<file path="config.mk">
export PLATFORM = sky130hd
export DESIGN_NAME = ddr_job_scheduler
export DESIGN_NICKNAME = d
export VERILOG_FILES = /design/src/rtl/ddr_sched_pkg.sv /design/src/rtl/ddr_rr_arb2.sv /design/src/rtl/ddr_job_scheduler.sv
export SDC_FILE = /design/constraint.sdc
export NUM_CORES = 1
export LEC_CHECK = 0
export ABC_AREA = 1
export CAP_MARGIN = 40
export CORE_AREA = 3 3 443 445
export DETAILED_ROUTE_END_ITERATION = 7
export DIE_AREA = 0 0 446 448
export MAX_ROUTING_LAYER = met4
export PLACE_DENSITY_LB_ADDON = 0.12
export SYNTH_ARGS = -nofsm -noshare
export SYNTH_HDL_FRONTEND = slang
export SYNTH_HIERARCHICAL = 1
export SYNTH_SLANG_ARGS = --single-unit
</file>
<file path="constraint.sdc">
create_clock -name clk -period 3.7 [get_ports clk]
set_clock_uncertainty 0.05 [all_clocks]
set_input_delay 0.37 -clock clk [delete_from_list [all_inputs] [get_ports clk]]
set_output_delay 0.37 -clock clk [all_outputs]
set_load 0.02 [all_outputs]
</file>
<file path="src/rtl/ddr_sched_pkg.sv">
// Shared definitions for the DDR job scheduler.
//   sched_state_t : scheduler FSM state encoding
//   dir_t         : transfer direction last programmed into the controller
//   BURST_INC_DEF : default address step per 512-bit burst
//   DATA_W        : DDR data word width
package ddr_sched_pkg;

  typedef enum logic [2:0] {
    ST_IDLE,
    ST_ARB,
    ST_LOAD,
    ST_ISSUE_WR,
    ST_WAIT_WR,
    ST_ISSUE_RD,
    ST_WAIT_RD
  } sched_state_t;

  typedef enum logic [1:0] {
    DIR_NONE,
    DIR_WR,
    DIR_RD
  } dir_t;

  localparam int unsigned BURST_INC_DEF = 64;
  localparam int unsigned DATA_W        = 512;

endpackage

</file>
<file path="src/rtl/ddr_rr_arb2.sv">
// Two-requester round-robin arbiter with a last-grant register.
//   clk, rst        : clock, synchronous active-high reset
//   req_wr, req_rd  : eligibility of the write / read job
//   accept          : the scheduler commits the grant this cycle
//   gnt_wr, gnt_rd  : one-hot (or zero) grant, combinational
// Reset leaves last-grant = READ so the write side wins the first tie.
module ddr_rr_arb2 (
  input  logic clk,
  input  logic rst,
  input  logic req_wr,
  input  logic req_rd,
  input  logic accept,
  output logic gnt_wr,
  output logic gnt_rd
);

  logic last_rd;

  always_comb begin
    gnt_wr = 1'b0;
    gnt_rd = 1'b0;
    if (req_wr && req_rd) begin
      gnt_wr = last_rd;
      gnt_rd = !last_rd;
    end else begin
      gnt_wr = req_wr;
      gnt_rd = req_rd;
    end
  end

  always_ff @(posedge clk) begin
    if (rst) begin
      last_rd <= 1'b1;
    end else if (accept && (gnt_wr || gnt_rd)) begin
      last_rd <= gnt_rd;
    end
  end

endmodule

</file>
<file path="src/rtl/ddr_job_scheduler.sv">
// Shares a single-burst DDR controller between a host write job and a
// config read job, interleaving them round-robin one burst at a time.
// Shadow write/read pointers are kept here; since a controller address
// load overwrites both of its pointers, a load is re-issued whenever the
// transfer direction changes.
//   clk, rst                 : clock, synchronous active-high reset
//   i_wr_* / o_wr_*          : write job start, host word stream, status
//   i_rd_* / o_rd_*          : read job start, status
//   i_config_buff_full       : stalls the read job only
//   o_load, o_strt_addr      : controller address load
//   o_ddr_wr, o_ddr_data     : controller write request and data
//   i_ddr_wr_done            : controller write-done pulse
//   o_ddr_rd                 : controller read request (held until first beat)
//   i_ddr_rd_data_valid      : controller read beat
//   i_ddr_rd_done            : controller read-done pulse
//
// state    | meaning
// ---------+--------------------------------------------------------
// IDLE     | after reset; arbitrates exactly like ARB
// ARB      | pick a job; capture host word on a write grant
// LOAD     | o_load with the granted shadow pointer
// ISSUE_WR | o_ddr_wr high for this one cycle
// WAIT_WR  | wait for i_ddr_wr_done, advance write pointer/count
// ISSUE_RD | o_ddr_rd high (held into WAIT_RD)
// WAIT_RD  | drop o_ddr_rd on first beat; wait for i_ddr_rd_done
module ddr_job_scheduler
  import ddr_sched_pkg::*;
#(
  parameter int ADDR_W    = 27,
  parameter int LEN_W     = 16,
  parameter int BURST_INC = BURST_INC_DEF
) (
  input  logic              clk,
  input  logic              rst,
  input  logic              i_wr_start,
  input  logic [ADDR_W-1:0] i_wr_addr,
  input  logic [LEN_W-1:0]  i_wr_len,
  input  logic              i_wr_valid,
  input  logic [DATA_W-1:0] i_wr_data,
  output logic              o_wr_ready,
  output logic              o_wr_busy,
  output logic              o_wr_done,
  input  logic              i_rd_start,
  input  logic [ADDR_W-1:0] i_rd_addr,
  input  logic [LEN_W-1:0]  i_rd_len,
  output logic              o_rd_busy,
  output logic              o_rd_done,
  input  logic              i_config_buff_full,
  output logic              o_load,
  output logic [ADDR_W-1:0] o_strt_addr,
  output logic [DATA_W-1:0] o_ddr_data,
  output logic              o_ddr_wr,
  input  logic              i_ddr_wr_done,
  output logic              o_ddr_rd,
  input  logic              i_ddr_rd_data_valid,
  input  logic              i_ddr_rd_done
);

  localparam logic [ADDR_W-1:0] PTR_INC = ADDR_W'(BURST_INC);
  localparam logic [LEN_W-1:0]  CNT_ONE = LEN_W'(1);

  sched_state_t      state;
  dir_t              cur_dir;
  dir_t              last_dir;
  logic [ADDR_W-1:0] wr_ptr;
  logic [ADDR_W-1:0] rd_ptr;
  logic [LEN_W-1:0]  wr_cnt;
  logic [LEN_W-1:0]  rd_cnt;

  logic wr_elig;
  logic rd_elig;
  logic arb_phase;
  logic gnt_wr;
  logic gnt_rd;

  assign wr_elig   = o_wr_busy && i_wr_valid;
  assign rd_elig   = o_rd_busy && !i_config_buff_full;
  assign arb_phase = (state == ST_IDLE) || (state == ST_ARB);

  ddr_rr_arb2 u_arb (
    .clk    (clk),
    .rst    (rst),
    .req_wr (wr_elig),
    .req_rd (rd_elig),
    .accept (arb_phase),
    .gnt_wr (gnt_wr),
    .gnt_rd (gnt_rd)
  );

  always_ff @(posedge clk) begin
    if (rst) begin
      state       <= ST_IDLE;
      cur_dir     <= DIR_NONE;
      last_dir    <= DIR_NONE;
      wr_ptr      <= '0;
      rd_ptr      <= '0;
      wr_cnt      <= '0;
      rd_cnt      <= '0;
      o_wr_ready  <= 1'b0;
      o_wr_busy   <= 1'b0;
      o_wr_done   <= 1'b0;
      o_rd_busy   <= 1'b0;
      o_rd_done   <= 1'b0;
      o_load      <= 1'b0;
      o_strt_addr <= '0;
      o_ddr_data  <= '0;
      o_ddr_wr    <= 1'b0;
      o_ddr_rd    <= 1'b0;
    end else begin
      o_load     <= 1'b0;
      o_wr_ready <= 1'b0;
      o_wr_done  <= 1'b0;
      o_rd_done  <= 1'b0;
      o_ddr_wr   <= 1'b0;

      // A new job moves its shadow pointer away from wherever the
      // controller was left, so a matching last direction is forgotten
      // to force a fresh load. FSM updates below take precedence.
      if (i_wr_start && !o_wr_busy) begin
        wr_ptr <= i_wr_addr;
        wr_cnt <= i_wr_len;
        if (i_wr_len == '0) o_wr_done <= 1'b1;
        else                o_wr_busy <= 1'b1;
        if (last_dir == DIR_WR) last_dir <= DIR_NONE;
      end
      if (i_rd_start && !o_rd_busy) begin
        rd_ptr <= i_rd_addr;
        rd_cnt <= i_rd_len;
        if (i_rd_len == '0) o_rd_done <= 1'b1;
        else                o_rd_busy <= 1'b1;
        if (last_dir == DIR_RD) last_dir <= DIR_NONE;
      end

      case (state)
        ST_IDLE, ST_ARB: begin
          if (gnt_wr) begin
            o_wr_ready <= 1'b1;
            o_ddr_data <= i_wr_data;
            cur_dir    <= DIR_WR;
            if (last_dir != DIR_WR) begin
              state       <= ST_LOAD;
              o_load      <= 1'b1;
              o_strt_addr <= wr_ptr;
            end else begin
              state    <= ST_ISSUE_WR;
              o_ddr_wr <= 1'b1;
            end
          end else if (gnt_rd) begin
            cur_dir <= DIR_RD;
            if (last_dir != DIR_RD) begin
              state       <= ST_LOAD;
              o_load      <= 1'b1;
              o_strt_addr <= rd_ptr;
            end else begin
              state    <= ST_ISSUE_RD;
              o_ddr_rd <= 1'b1;
            end
          end else begin
            state <= ST_ARB;
          end
        end

        ST_LOAD: begin
          last_dir <= cur_dir;
          if (cur_dir == DIR_WR) begin
            state    <= ST_ISSUE_WR;
            o_ddr_wr <= 1'b1;
          end else begin
            state    <= ST_ISSUE_RD;
            o_ddr_rd <= 1'b1;
          end
        end

        ST_ISSUE_WR: state <= ST_WAIT_WR;

        ST_WAIT_WR: begin
          if (i_ddr_wr_done) begin
            wr_ptr <= wr_ptr + PTR_INC;
            wr_cnt <= wr_cnt - CNT_ONE;
            if (wr_cnt == CNT_ONE) begin
              o_wr_busy <= 1'b0;
              o_wr_done <= 1'b1;
            end
            state <= ST_ARB;
          end
        end

        ST_ISSUE_RD: state <= ST_WAIT_RD;

        ST_WAIT_RD: begin
          // Once a beat arrives the controller is out of idle, so the
          // request can be released without risk of a second burst.
          if (i_ddr_rd_data_valid) o_ddr_rd <= 1'b0;
          if (i_ddr_rd_done) begin
            o_ddr_rd <= 1'b0;
            rd_ptr   <= rd_ptr + PTR_INC;
            rd_cnt   <= rd_cnt - CNT_ONE;
            if (rd_cnt == CNT_ONE) begin
              o_rd_busy <= 1'b0;
              o_rd_done <= 1'b1;
            end
            state <= ST_ARB;
          end
        end

        default: state <= ST_IDLE;
      endcase
    end
  end

endmodule

</file>
==> results of run 1 <==
## power groups by stage
stage          clock network, mW  registers, mW  logic (mW)
2_1_floorplan                  0           8.07       0.972
3_3_place_gp                   0           7.72        3.28
3_5_place_dp                   0           7.72        3.28
4_1_cts                     9.90           7.57        3.29
5_1_grt                     10.1           7.62        3.48
6_report                    9.43           7.57        3.22
## final cells by class
class | count | area share [%]
clock inverter | 27 | 0.8927
timing repair buffer | 1202 | 28.45
sequential | 641 | 30.22
multi-input combinational | 2413 | 24.87
clock buffer | 144 | 6.664
inverter | 145 | 1.311
antenna | 26 | 0.1532
tap | 2526 | 7.442
## cell usage after synthesis, types with 5 or more instances
cell                          n
sky130_fd_sc_hd__o21ai_0    136
sky130_fd_sc_hd__nor2_1     146
sky130_fd_sc_hd__o211ai_1     8
sky130_fd_sc_hd__buf_2       76
sky130_fd_sc_hd__inv_2        6
sky130_fd_sc_hd__a21oi_1     65
sky130_fd_sc_hd__clkbuf_1    65
sky130_fd_sc_hd__nand2_1   1338
sky130_fd_sc_hd__buf_4       41
sky130_fd_sc_hd__nor2_2      20
sky130_fd_sc_hd__dfxtp_1    641
sky130_fd_sc_hd__xor2_1      18
sky130_fd_sc_hd__nor3_1      13
sky130_fd_sc_hd__o21ai_1     12
sky130_fd_sc_hd__nand3_1    586
sky130_fd_sc_hd__xnor2_1      5
sky130_fd_sc_hd__a31oi_1     17
sky130_fd_sc_hd__a211oi_1     6
sky130_fd_sc_hd__nand4_1     13
sky130_fd_sc_hd__inv_1      138
sky130_fd_sc_hd__ha_1         6
sky130_fd_sc_hd__buf_1       36
sky130_fd_sc_hd__buf_6        5
## registers in the layout, summed over array words and instances, names as in the netlist, named ones only
name,flops
last_dir,1
state,3
o_ddr_rd,1
wr_ptr,27
o_rd_busy,1
o_ddr_wr,1
o_ddr_data,512
cur_dir,2
o_wr_busy,1
o_load,1
u_arb/last_rd,1
rd_cnt,16
o_rd_done,1
o_wr_done,1
o_strt_addr,27
o_wr_ready,1
wr_cnt,16
rd_ptr,27
## final timing paths
path	slack (ps)	to	depth (start not counted)	startpoint
max	1180	o_ddr_data[266]$_SDFFE_PP0P_	8	o_rd_busy$_SDFF_PP0_
min	130	o_ddr_data[103]$_SDFFE_PP0P_	3	i_wr_data[103]
max reg2reg	1180	o_ddr_data[266]$_SDFFE_PP0P_	8	o_rd_busy$_SDFF_PP0_
min reg2reg	420	o_ddr_data[310]$_SDFFE_PP0P_	2	o_ddr_data[310]$_SDFFE_PP0P_
## metrics by stage
step	area, sq um	util, %	worst slack, ps	std cells
2_1_floorplan	25040	-	1817	3423
3_3_place_gp	39160	20.33	402.3	6924
3_5_place_dp	39180	20.34	682.4	6925
4_1_cts	42400	22.02	1044	7098
5_1_grt	42460	22.05	952.3	7122
6_report	42470	22.05	1178	7124
## worst max-delay path, cell delays in order, from the launching register on
cell                       delay, ps
sky130_fd_sc_hd__dfxtp_1         340
sky130_fd_sc_hd__inv_2            50
sky130_fd_sc_hd__nor2_1          430
sky130_fd_sc_hd__a21boi_4        160
sky130_fd_sc_hd__nand2_8         190
sky130_fd_sc_hd__buf_4           420
sky130_fd_sc_hd__buf_4           510
sky130_fd_sc_hd__nand3_1         140
sky130_fd_sc_hd__nand2_1          90
## what timing repair did
action / 4_1_cts / 5_1_grt
hold buffers: 2 / 0
buffers inserted: 0 / 0
setup endpoints to repair: 0 / 0
hold endpoints to repair: 4 / 0
## layer usage
layer  GRT usage (%)  up-vias  part of all wire [%]
met5               -        -                     0
met4           6.054        0                   3.4
met3           4.464      209                   6.7
met2           24.74      787                    50
met1           16.73    12170                    40
li1                -    13200                     -
## cells by family (layout without fill, tap and decap cells)
kind of cell | count (synthesis) | count (layout) | synth area share (%)
AND/OR/NAND/NOR | 2131 | 2131 | 35.56
adder cells (fa/ha/maj) | 6 | 6 | 0.2998
buffers and inverters | 369 | 1518 | 6.700
AO/OA/AOI/OAI | 253 | 253 | 5.396
flip-flops | 641 | 641 | 51.24
other | 0 | 26 | 0
XOR/XNOR | 23 | 23 | 0.8044
==> implementation parameters, run 1 <==
Parameter                              Value

Power
  Combinational share of power    15.9%
  Proportion of power drawn by flip-flops and latches    a little under two fifths
  Switching share of power    between 20 and 30%
  Design internal power    approximately 14 mW
  Clock network fraction of total power    ~47%
  Switching component of the power    5.819 mW
  PnR Total Power    20.22 mW
  Power density over the cells    approximately 480 nW/um^2
  Highest ir drop seen on vdd    approximately 0.31 mV
  Cell leakage power    between 15 and 20 nW

Flow run
  Number of violations of the max-capacitance limit    0

Synthesis
  Mean area per synthesized cell    7.316 sq um
  Cell types occupying the most area after synthesis    sky130_fd_sc_hd__dfxtp_1 51%, sky130_fd_sc_hd__nand2_1 20%, sky130_fd_sc_hd__nand3_1 12%
  Top cell type by total area after synthesis    sky130_fd_sc_hd__dfxtp_1
  Cell count after synthesis    around 3.4k
  Total of flip-flops plus latches after synthesis    roughly 640
  Share of Yosys cell area claimed by the top area cell type    between 50% and 60%
  Mapped Area    ~25000 sq um
  Count of synthesis-stage warnings from yosys    6
  Top FF cell, synth    sky130_fd_sc_hd__dfxtp_1
  Async S/R FF share, synth    0%
  Synthesized net count    just over 4k
  Number of enable-type register cells in the synthesized netlist    0
  Count of distinct cell types in the synthesized netlist    40
  Sequential-to-total area share from yosys stat    51.24%

Setup path
  Class of the most critical setup path    register to register
  Largest driver fanout on the critical path    39
  Critical path data arrival time    ~3100 ps
  Element type at the critical path start    register
  Type of element capturing the critical path    register
  Required time of the critical path    4310 ps

Floorplan
  Die Width    446 microns
  Core box area    192600 sq um
  Core Rows    between 150 and 200
  Vert. Die Dim    ~450 microns
  DIE AREA    roughly 200000 sq um
  Number of primary I/O pins    1154
  Effective utilization at floorplan    a little over an eighth

Drt
  Number of DRC violations after detailed-routing iteration 0    roughly 1.4k
  Per-cell via count in the routed design    3.701
  Total via count after detailed routing    26.36k
  Post-route antenna net violation count    0
  Residual DRC    0
  Detailed-routing iteration count for the pre-antenna-repair pass    5
  Mean routed wirelength per cell    ~21 microns
  Final wirelength    approximately 150 mm

Run status
  Run status    finished clean

Clock tree
  Clock latency on the worst-skew pair    720 ps
  Clk buf depth    3
  Total number of clock tree sinks    641
  CTS tree    built
  Number of H-tree branching levels    3
  Clock edge transition at the registers on the reported setup and hold paths    60 ps
  Cts bufs inserted    between 90 and 100
  CTS-repair resized insts    0
  CTS root buf    sky130_fd_sc_hd__clkbuf_16

Timing
  Max transition margin    roughly 18%
  Total Negative Setup Slacks    0 ps
  Final hold viol count    0
  Least-Margin Pin Slew    around 1200 ps
  RSZ-0062 raised after global routing    false
  Final Max Slew Viols    0
  Final Hold Slack    between 100 and 150 ps
  Maximum clock rate    a little under 400 MHz
  Final min period    roughly 2500 ps
  # setup viols final    0
  Final worst path period share    about two thirds

Final layout
  Commonest non-fill, non-tap cell in the layout    sky130_fd_sc_hd__nand2_1
  Most used cells in the layout excluding fill and tap cells    1337 x sky130_fd_sc_hd__nand2_1, 1152 x sky130_fd_sc_hd__clkdlybuf4s50_1, 641 x sky130_fd_sc_hd__dfxtp_1
  Number of inserted filler cells in the final layout    between 20k and 25k
  Final net count    5110
  Area of the multi-input gates    ~11000 sq um
  Area taken by flip-flops and latches    between 10000 and 15000 sq um
  Fraction of final layout cells with drive strength greater than 1    ~5.3%
  Post-synthesis to final-layout area growth    69.59%

Global route
  Global router's overall resource usage    between 10% and 20%
  Largest net degree at the start of global routing    172
  Via count of the first global-routing pass    about 26k
  Wire length of the first global-routing pass    approximately 210 mm
  Antenna violations before repair    45
  Total gr overflow    0

Place
  IO Port Bufs    about 1.2k
  Final RePlAce weighted congestion    between 0.8 and 0.9
  Detailed placer's ending HPWL    about 120 mm

Worst hold path
  Path type of the worst min-delay path    primary input to register
(Power assumes the default switching activity.)
==> inputs of run 2 (changes only) <==
--- a/config.mk
+++ b/config.mk
@@ -7,9 +7,9 @@
 export LEC_CHECK = 0
 export ABC_AREA = 1
 export CAP_MARGIN = 40
-export CORE_AREA = 3 3 443 445
+export CORE_AREA = 3 3 455 457
 export DETAILED_ROUTE_END_ITERATION = 7
-export DIE_AREA = 0 0 446 448
+export DIE_AREA = 0 0 458 460
 export MAX_ROUTING_LAYER = met4
 export PLACE_DENSITY_LB_ADDON = 0.12
 export SYNTH_ARGS = -nofsm -noshare
==> constraint.sdc (replaced) <==
create_clock -name clk -period 2.1 [get_ports clk]
set_clock_uncertainty 0.05 [all_clocks]
set_input_delay 0.21 -clock clk [delete_from_list [all_inputs] [get_ports clk]]
set_output_delay 0.21 -clock clk [all_outputs]
set_load 0.02 [all_outputs]
==> implementation parameters, run 2 (synthesis gave the netlist of run 1 again) <==
Parameter                              Value

Final layout
  Most flops, register    o_ddr_data
  Post-synthesis to final-layout area growth    93.67%
  Most used cells in the layout excluding fill and tap cells    1337 x sky130_fd_sc_hd__nand2_1, 983 x sky130_fd_sc_hd__clkdlybuf4s50_1, 640 x sky130_fd_sc_hd__dfxtp_1
  Final net count    between 5k and 6k
  Fraction of final layout cells with drive strength greater than 1    6.308%
  Commonest non-fill, non-tap cell in the layout    sky130_fd_sc_hd__nand2_1
  Flip-flop count of the largest register, all copies and words added    slightly above 500
  Final standard cell count with taps included and fillers excluded    about 8k
  Final Cell Area    ~49000 sq um
  Area of the multi-input gates    around 11000 sq um
  Number of inserted filler cells in the final layout    approximately 23k
  Area taken by flip-flops and latches    12830 sq um

Clock tree
  Clock latency on the worst-skew pair    around 700 ps
  Clock edge transition at the registers on the reported setup and hold paths    about 60 ps
  Clk buf depth    3
  CTS root buf    sky130_fd_sc_hd__clkbuf_16
  CTS tree    built
  Number of H-tree branching levels    3
  Cts bufs inserted    91
  Total number of clock tree sinks    about 640

Setup path
  Critical path data arrival time    between 1500 and 2000 ps
  Class of the most critical setup path    register to output pin
  Largest driver fanout on the critical path    2
  Max stage delay cell, worst path    sky130_fd_sc_hd__clkdlybuf4s50_1
  CP max stage delay    640 ps
  Crit. path cell count    1
  Worst reg2reg startpoint    o_wr_busy$_SDFF_PP0_
  Worst R2R Path Depth    11
  Family with the most delay on the worst path    buffers and inverters
  Reg2reg end    o_ddr_data[296]$_SDFFE_PP0P_
  Start point of the critical path    o_ddr_data[484]$_SDFFE_PP0P_
  Capture point of the critical path    o_ddr_data[484]
  Cell chain of the critical path    clkdlybuf4s50_1
  Buf/Inv on CP    1
  Type of element capturing the critical path    output pin
  Element type at the critical path start    register
  Minimum setup slack among reg-to-reg paths    130 ps
  Required time of the critical path    between 1500 and 2000 ps

Floorplan
  Effective utilization at floorplan    12.28%
  Vert. Die Dim    between 400 and 500 microns
  Core Rows    166
  Core box area    approximately 200000 sq um
  DIE AREA    between 200000 and 250000 sq um
  Die Width    around 460 microns
  Number of primary I/O pins    about 1.2k

Power
  PnR Total Power    roughly 36 mW
  Power density over the cells    between 700 and 800 nW/um^2
  Cell leakage power    21.18 nW
  Highest ir drop seen on vdd    0.5197 mV

Drt
  Detailed-routing iteration count for the pre-antenna-repair pass    5
  Final wirelength    approximately 160 mm
  Total via count after detailed routing    28.76k
  Per-cell via count in the routed design    roughly 3.7
  Residual DRC    0
  Post-route antenna net violation count    0
  Mean routed wirelength per cell    20.24 microns
  Number of DRC violations after detailed-routing iteration 0    around 1.5k

Timing
  Final worst path period share    around 96%
  Final hold viol count    0
  Final min period    approximately 2000 ps
  RSZ-0062 raised after global routing    false
  # setup viols final    0
  Maximum clock rate    497.0 MHz
  Least-Margin Pin Slew    584.8 ps
  Final Max Slew Viols    0
  Max transition margin    between 60% and 70%

Place
  Detailed placer's ending HPWL    ~120 mm
  Final RePlAce weighted congestion    0.7992
  Cell count after placement    approximately 7k
  Post-detailed-placement cell area    between 40000 and 50000 sq um
  IO Port Bufs    roughly 1.2k

Worst hold path
  Path type of the worst min-delay path    primary input to register

Global route
  Total gr overflow    0
  Via count of the first global-routing pass    approximately 29k
  Largest net degree at the start of global routing    84
  Global router's overall resource usage    14.88%
  Wire length of the first global-routing pass    roughly 220 mm
  Antenna violations before repair    54

Run status
  Run status    finished clean

Flow run
  Number of violations of the max-capacitance limit    0
[run 2: cell count changes in the layout (fill, tap and decap cells not counted), moves of 5 or more]
cell / delta
sky130_fd_sc_hd__buf_12: +42
sky130_fd_sc_hd__buf_16: +5
sky130_fd_sc_hd__buf_4: +34
sky130_fd_sc_hd__clkbuf_1: +6
sky130_fd_sc_hd__clkbuf_8: -10
sky130_fd_sc_hd__clkdlybuf4s50_1: -169
sky130_fd_sc_hd__diode_2: +5
sky130_fd_sc_hd__dlygate4sd2_1: +169
sky130_fd_sc_hd__dlygate4sd3_1: +478
[run 2: worst min path at each step]
stage                           from                           end  slack (ps)  cells after the start
2_1_floorplan           i_wr_data[0]    o_ddr_data[0]$_SDFFE_PP0P_         260                      2
3_3_place_gp   o_ddr_rd$_SDFFE_PP0P_         o_ddr_rd$_SDFFE_PP0P_         400                      2
3_5_place_dp   o_ddr_rd$_SDFFE_PP0P_         o_ddr_rd$_SDFFE_PP0P_         400                      2
4_1_cts               i_wr_data[487]  o_ddr_data[487]$_SDFFE_PP0P_           2                      3
5_1_grt               i_wr_data[186]  o_ddr_data[186]$_SDFFE_PP0P_          60                      3
6_report              i_wr_data[422]  o_ddr_data[422]$_SDFFE_PP0P_          80                      3
[run 2: timing repair]
item                                   4_1_cts  5_1_grt
setup buffers                                2        5
hold buffers                               480        0
setup endpoints to repair                  367      279
pin swaps                                    1        1
resized for setup                          175       11
endpoints found under the hold margin      480        0
gates cloned                                 3        2
[run 2: cell type report]
cell class                      instances  area share, %
Timing Repair Buffer                 1769          37.19
Multi-Input combinational cell       2413          21.79
Antenna cell                           31         0.1599
Clock buffer                          138          5.495
Sequential cell                       641          26.46
Tap cell                             2688          6.934
Inverter                              145          1.148
Clock inverter                         30         0.8229
[run 2: layer usage]
layer	routed length, microns	part of all wire (%)	global-route usage [%]
met1	68630	43	17.74
met4	5031	3.2	4.979
met3	9544	6.0	3.679
met2	75790	48	24.44
met5	0	0	-
[run 2: stage by stage]
stage	setup TNS (ps)	hold slack (ps)	setup WS, ps	utilization (%)
global route	0	58.01	5.385	23.77
detailed placement	-120850	398.1	-381.2	19.85
CTS	0	1.737	0.4028	23.68
global placement	-115070	399.8	-363.0	19.85
finish	0	76.83	87.96	23.78
floorplan	0	263.1	217.0	-
[run 2: report_power, final]
group | internal [mW] | switching (mW) | total [mW] | leakage (nW)
sequential | 12.9 | 0.497 | 13.4 | 5.22
combinational | 3.28 | 3.40 | 6.67 | 14.5
clock | 9.52 | 6.59 | 16.1 | 1.49
